File: src/rtl/data_mem_responder.sv
// data_mem_responder: multicycle slave for load/store requests on a
// byte-addressed, big-endian data memory. One request at a time, a fixed
// number of wait states, then a one-cycle ready pulse with registered results.
// Optional feature macro: DMEM_ALIGN_CHECK_EN -- when defined, a request whose
// address is not word aligned completes with err=1 and has no effect on the
// memory or rdata; when undefined, err is tied low and addr[1:0] are ignored.
module data_mem_responder #(
    parameter int DEPTH_BYTES = 128,
    parameter int WAIT_CYCLES = 1
) (
    input  logic        clk,
    input  logic        RST,
    input  logic        req,
    input  logic        DataMemRW,
    input  logic [31:0] addr,
    input  logic [31:0] wdata,
    output logic [31:0] rdata,
    output logic        ready,
    output logic        busy,
    output logic        err
);
    localparam int AW = $clog2(DEPTH_BYTES);
    localparam int WW = AW - 2;

    typedef enum logic [1:0] {IDLE, WAIT, RESP} state_t;

    state_t        state_reg, state_next;
    logic [3:0]    cnt_reg, cnt_next;
    logic          accept;
    logic          access;
    logic          allowed;

    logic          wr_reg;
    logic [WW-1:0] word_reg;
    logic [31:0]   wdata_reg;

    logic [7:0]    mem [DEPTH_BYTES];
    logic [31:0]   rd_word;

    logic [31:0]   rdata_reg;
    logic          ready_reg;
    logic          busy_reg;

    // Next-state and wait-counter logic; requests only accepted in IDLE.
    always_comb begin
        state_next = state_reg;
        cnt_next   = cnt_reg;
        accept     = 1'b0;
        case (state_reg)
            IDLE: begin
                if (req) begin
                    accept     = 1'b1;
                    cnt_next   = 4'(WAIT_CYCLES);
                    state_next = (WAIT_CYCLES > 0) ? WAIT : RESP;
                end
            end
            WAIT: begin
                cnt_next = cnt_reg - 4'd1;
                if (cnt_reg == 4'd1) begin
                    state_next = RESP;
                end
            end
            RESP: begin
                state_next = IDLE;
            end
            default: begin
                state_next = IDLE;
            end
        endcase
    end

    // State and wait-counter registers.
    always_ff @(posedge clk) begin
        if (!RST) begin
            state_reg <= IDLE;
            cnt_reg   <= 4'd0;
        end else begin
            state_reg <= state_next;
            cnt_reg   <= cnt_next;
        end
    end

    // The access happens on the edge that leaves RESP.
    assign access = (state_reg == RESP);

`ifdef DMEM_ALIGN_CHECK_EN
    logic misalign_reg;
    logic err_reg;
    logic unused_addr;

    assign unused_addr = ^addr[31:AW];
    assign allowed     = !misalign_reg;
    assign err         = err_reg;

    // Misalignment flag captured at acceptance, reported alongside ready.
    always_ff @(posedge clk) begin
        if (!RST) begin
            misalign_reg <= 1'b0;
            err_reg      <= 1'b0;
        end else begin
            if (accept) begin
                misalign_reg <= |addr[1:0];
            end
            err_reg <= access && misalign_reg;
        end
    end
`else
    logic unused_addr;

    // Low address bits are dropped: every access is forced word aligned.
    assign unused_addr = ^{addr[31:AW], addr[1:0]};
    assign allowed     = 1'b1;
    assign err         = 1'b0;
`endif

    // Request fields latched at acceptance; inputs are ignored afterwards.
    always_ff @(posedge clk) begin
        if (!RST) begin
            wr_reg    <= 1'b0;
            word_reg  <= '0;
            wdata_reg <= 32'd0;
        end else if (accept) begin
            wr_reg    <= DataMemRW;
            word_reg  <= addr[AW-1:2];
            wdata_reg <= wdata;
        end
    end

    // Big-endian word assembly: lowest byte address carries bits 31:24.
    for (genvar gi = 0; gi < 4; gi++) begin : g_lane
        assign rd_word[31-8*gi -: 8] = mem[{word_reg, 2'(gi)}];
    end

    // Store of all four bytes; reset on the same edge cancels the access.
    always_ff @(posedge clk) begin
        if (RST && access && wr_reg && allowed) begin
            for (int b = 0; b < 4; b++) begin
                mem[{word_reg, 2'(b)}] <= wdata_reg[31-8*b -: 8];
            end
        end
    end

    // Registered completion pulse, busy window and load data.
    always_ff @(posedge clk) begin
        if (!RST) begin
            rdata_reg <= 32'd0;
            ready_reg <= 1'b0;
            busy_reg  <= 1'b0;
        end else begin
            ready_reg <= access;
            busy_reg  <= (state_reg != IDLE);
            if (access && !wr_reg && allowed) begin
                rdata_reg <= rd_word;
            end
        end
    end

    assign rdata = rdata_reg;
    assign ready = ready_reg;
    assign busy  = busy_reg;

endmodule

File: config.mk
export PLATFORM = sky130hd
export DESIGN_NAME = data_mem_responder
export DESIGN_NICKNAME = d
export VERILOG_FILES = /design/src/rtl/data_mem_responder.sv
export SDC_FILE = /design/constraint.sdc
export NUM_CORES = 1
export LEC_CHECK = 0
export BUFFER_PORTS_ARGS = -buffer_cell sky130_fd_sc_hd__clkbuf_2
export CELL_PAD_IN_SITES_DETAIL_PLACEMENT = 0
export CELL_PAD_IN_SITES_GLOBAL_PLACEMENT = 1
export CORE_MARGIN = 2
export CORE_UTILIZATION = 45
export DETAILED_ROUTE_END_ITERATION = 16
export PLACE_DENSITY_LB_ADDON = 0.1
export SETUP_SLACK_MARGIN = 0.4
export SYNTH_ARGS = -nofsm -noshare
export SYNTH_HDL_FRONTEND = slang
export SYNTH_SLANG_ARGS = --single-unit
File: constraint.sdc
create_clock -name clk -period 3.25 [get_ports clk]
set_input_delay 0.325 -clock clk [delete_from_list [all_inputs] [get_ports clk]]
set_output_delay 0.325 -clock clk [all_outputs]
set_load 0.005 [all_outputs]
==> flow_summary.json <==
{
  "rsz0062_at_grt": "yes",
  "seqCellArea_um2": 32300,
  "gp_congestion": 0.776,
  "largest_reg_flops": 1024,
  "drc": 0,
  "synth_top_cell_by_area": "edfxtp_1",
  "dp_hpwl_mm": 65.5,
  "relSlewSlack_pct": 15.3,
  "use_met2_pct": 38.3,
  "die_w_um": 310,
  "p_total_mw": 30.1,
  "whs_ns": 0.0490,
  "seq_area_frac_synth_pct": 76.8,
  "cp_max_fo": 24,
  "vias": 21956,
  "critPathKind": "flip-flop to flip-flop",
  "io_pins": 103,
  "cts_tree": "done",
  "synthArstFlopShare_pct": 0,
  "drtIter0Drc": 2225,
  "period_share_pct": 85.3,
  "postCtsSetupRepairBufs": 0,
  "grt_use_total_pct": 23.4,
  "yosysUniqueCellTypes": 52,
  "yosys_warnings": 0,
  "multi_input_area_um2": 9250,
  "htree_levels": 3,
  "ys_ff_latch": 1102,
  "met1_usage_pct": 33.0,
  "vias_per_cell": 5.72,
  "synth.avg_cell_area_um2": 18.6,
  "syn-instance-count": 2265,
  "maxCapViolations": 0,
  "start_kind": "flip-flop",
  "grt_pass1_vias": 22324,
  "cts_sinks": 1102,
  "fin_area_um2": 48800,
  "finalWirelength_mm": 111,
  "synth-edff-count": 1024,
  "final_util_pct": 52.5,
  "start_util_pct": 45.2,
  "use_met3_pct": 3.76,
  "critPathRequiredTime_ns": 3.61,
  "power_density_nw_per_um2": 616,
  "drtAntennaViolNets": 0,
  "grt_max_degree": 64,
  "overflow": 0,
  "synthesis.nets": 2335,
  "final_hold_viol_count": 0,
  "fillCellCount": 7589,
  "slew_violations": 0,
  "clkTransAtPathRegs_ns": 0.06,
  "fin_crit_ns": 2.77,
  "die_y_um": 310,
  "grt_pass1_wl_mm": 159,
  "drive_gt1_share_pct": 20.5,
  "clock.fmax_ghz": 0.361,
  "worst_slew_pin_slew_ns": 1.27,
  "clk_latency_ns": 0.69,
  "nets": 2553,
  "cts_root_buffer": "clkbuf_16",
  "grt_antenna_before_repair": 3,
  "grt_busiest_layer": "met2",
  "areaGrowthSynthToFinish_pct": 16.0,
  "routedWlPerCell_um": 29.0,
  "syn-cell-area_um2": 42100,
  "ys.flop_type": "edfxtp_1",
  "fin_tns_setup_ns": 0,
  "endpoint_kind": "flip-flop",
  "worstPathArrival_ns": 3.13,
  "setup_viol": 0,
  "outcome": "finished, final reports clean",
  "num_rows": 112,
  "dr.pass1.iters": 5,
  "dieArea_um2": 96000,
  "dpl_cell_area_um2": 44700,
  "hp-class": "primary input to flip-flop",
  "synth_top_area_share_pct": 73.1,
  "worst_clock_skew_ns": 0.0196,
  "core-area_um2": 93000,
  "cellLeakagePower_nw": 15.3,
  "clock_path_buffers": 3,
  "io_buffers": 74,
  "numCtsBuffers": 113,
  "synth_area_leaders": "edfxtp_1, mux2i_1, mux4_2",
  "peakVddDrop_v": 0.000536
}
-- cell type report --
cell class                 instances  share of cell area [%]
antenna                            3                  0.0154
timing repair buffer             237                    3.96
sequential                      1102                    66.2
multi-input combinational       1026                    18.9
clock buffer                     153                    6.33
tap                             1254                    3.21
clock inverter                    63                    1.32
inverter                           3                  0.0231
-- cells in the mapped netlist (2+ instances only) --
master        n
o21a_1        2
buf_1         3
mux4_2       90
and3b_1       2
nand4b_1      3
or4b_1        4
a21oi_1       2
or3_1         2
inv_1         3
dfxtp_1      78
and2_1        4
mux2_2       18
a21boi_0     38
nand4bb_1     6
or4b_4        2
a31oi_1      32
buf_2        41
or4_1         2
nand4_1       2
buf_4        43
nor3b_2       2
nor3_1        4
nand3_1       4
edfxtp_1   1024
a22o_1       25
nor4_1       31
clkbuf_1     36
and3_1        2
o22ai_1     135
nor3b_1       2
nor2b_1       4
o21ai_1       2
a211oi_1     29
buf_6        11
ha_1          2
nor2_1       62
o21ai_0      63
nand2b_1      2
nand2_1     113
mux2i_1     323
-- metal layers --
| metal | routed length [um] | up-vias |
|---|---|---|
| li1 | - | 9630 |
| met1 | 48600 | 11519 |
| met2 | 54100 | 680 |
| met3 | 6700 | 127 |
| met4 | 1880 | 0 |
| met5 | 0 | - |
-- worst max-delay path, cell delays in order (launching register included) --
cell and delay [ns]:
dfxtp_2 0.67, and2_1 0.28, nand2_1 0.25, nor2_4 0.79, buf_4 0.44
-- final timing paths --
kind,start,end,slack (ns),cells past startpoint
max reg2reg,word_reg[4],mem[114][7],0.48,4
min reg2reg,wdata_reg[5],wdata_reg[5],0.48,2
min,addr[6],word_reg[4],0.05,3
max,word_reg[4],mem[114][7],0.48,4
-- what timing repair did --
action                                  in CTS  in global routing
hold endpoints to repair                    35                  0
gates resized for setup                      0                  3
gates cloned                                 0                  1
pin swaps                                    1                  1
hold buffers                                35                  0
endpoints found under the setup margin       6                 32
-- cell usage in the layout, fill, tap and decap left out, types with 9 or more instances in the layout --
cell type,count
a211oi_1,29
dfxtp_1,73
mux2_2,18
mux4_2,90
dlygate4sd3_1,35
nor2_4,32
mux2i_1,323
a31oi_1,32
a21boi_0,38
a22o_1,25
clkbuf_8,9
clkbuf_1,30
bufinv_16,12
clkbuf_2,73
buf_12,20
o22ai_1,135
clkinv_1,21
edfxtp_1,1024
nor2_1,29
nor4_1,31
clkbuf_16,114
buf_4,109
o21ai_0,63
clkinv_2,20
nand2_1,112
-- cell families (layout without fill, tap and decap cells) --
logic type	count (synthesis)	in the layout	share of synthesized area [%]
other	1	4	0.00891
muxes	431	431	13.0
and+or+nand+nor	261	262	3.13
DFF	1102	1102	76.8
adders and majority gates	2	2	0.0595
buffers and inverters	138	456	1.94
AOI/OAI and AO/OA	330	330	5.09
-- power by group --
| part | switching [mW] | internal, mW | leakage [nW] |
|---|---|---|---|
| registers | 0.286 | 15.6 | 9.77 |
| clock network | 5.33 | 7.61 | 1.82 |
| logic | 0.726 | 0.551 | 3.67 |
| total | 6.34 | 23.8 | 15.3 |
-- metrics by stage --
| step | std cells | worst slack [ns] |
|---|---|---|
| 3_5_place_dp | 3586 | 0.326 |
| 6_report | 3841 | 0.478 |
| 3_3_place_gp | 3586 | 0.331 |
| 2_1_floorplan | 2265 | 0.131 |
| 4_1_cts | 3837 | 0.401 |
| 5_1_grt | 3838 | 0.372 |
No activity file was read; power rests on OpenSTA's default activity.
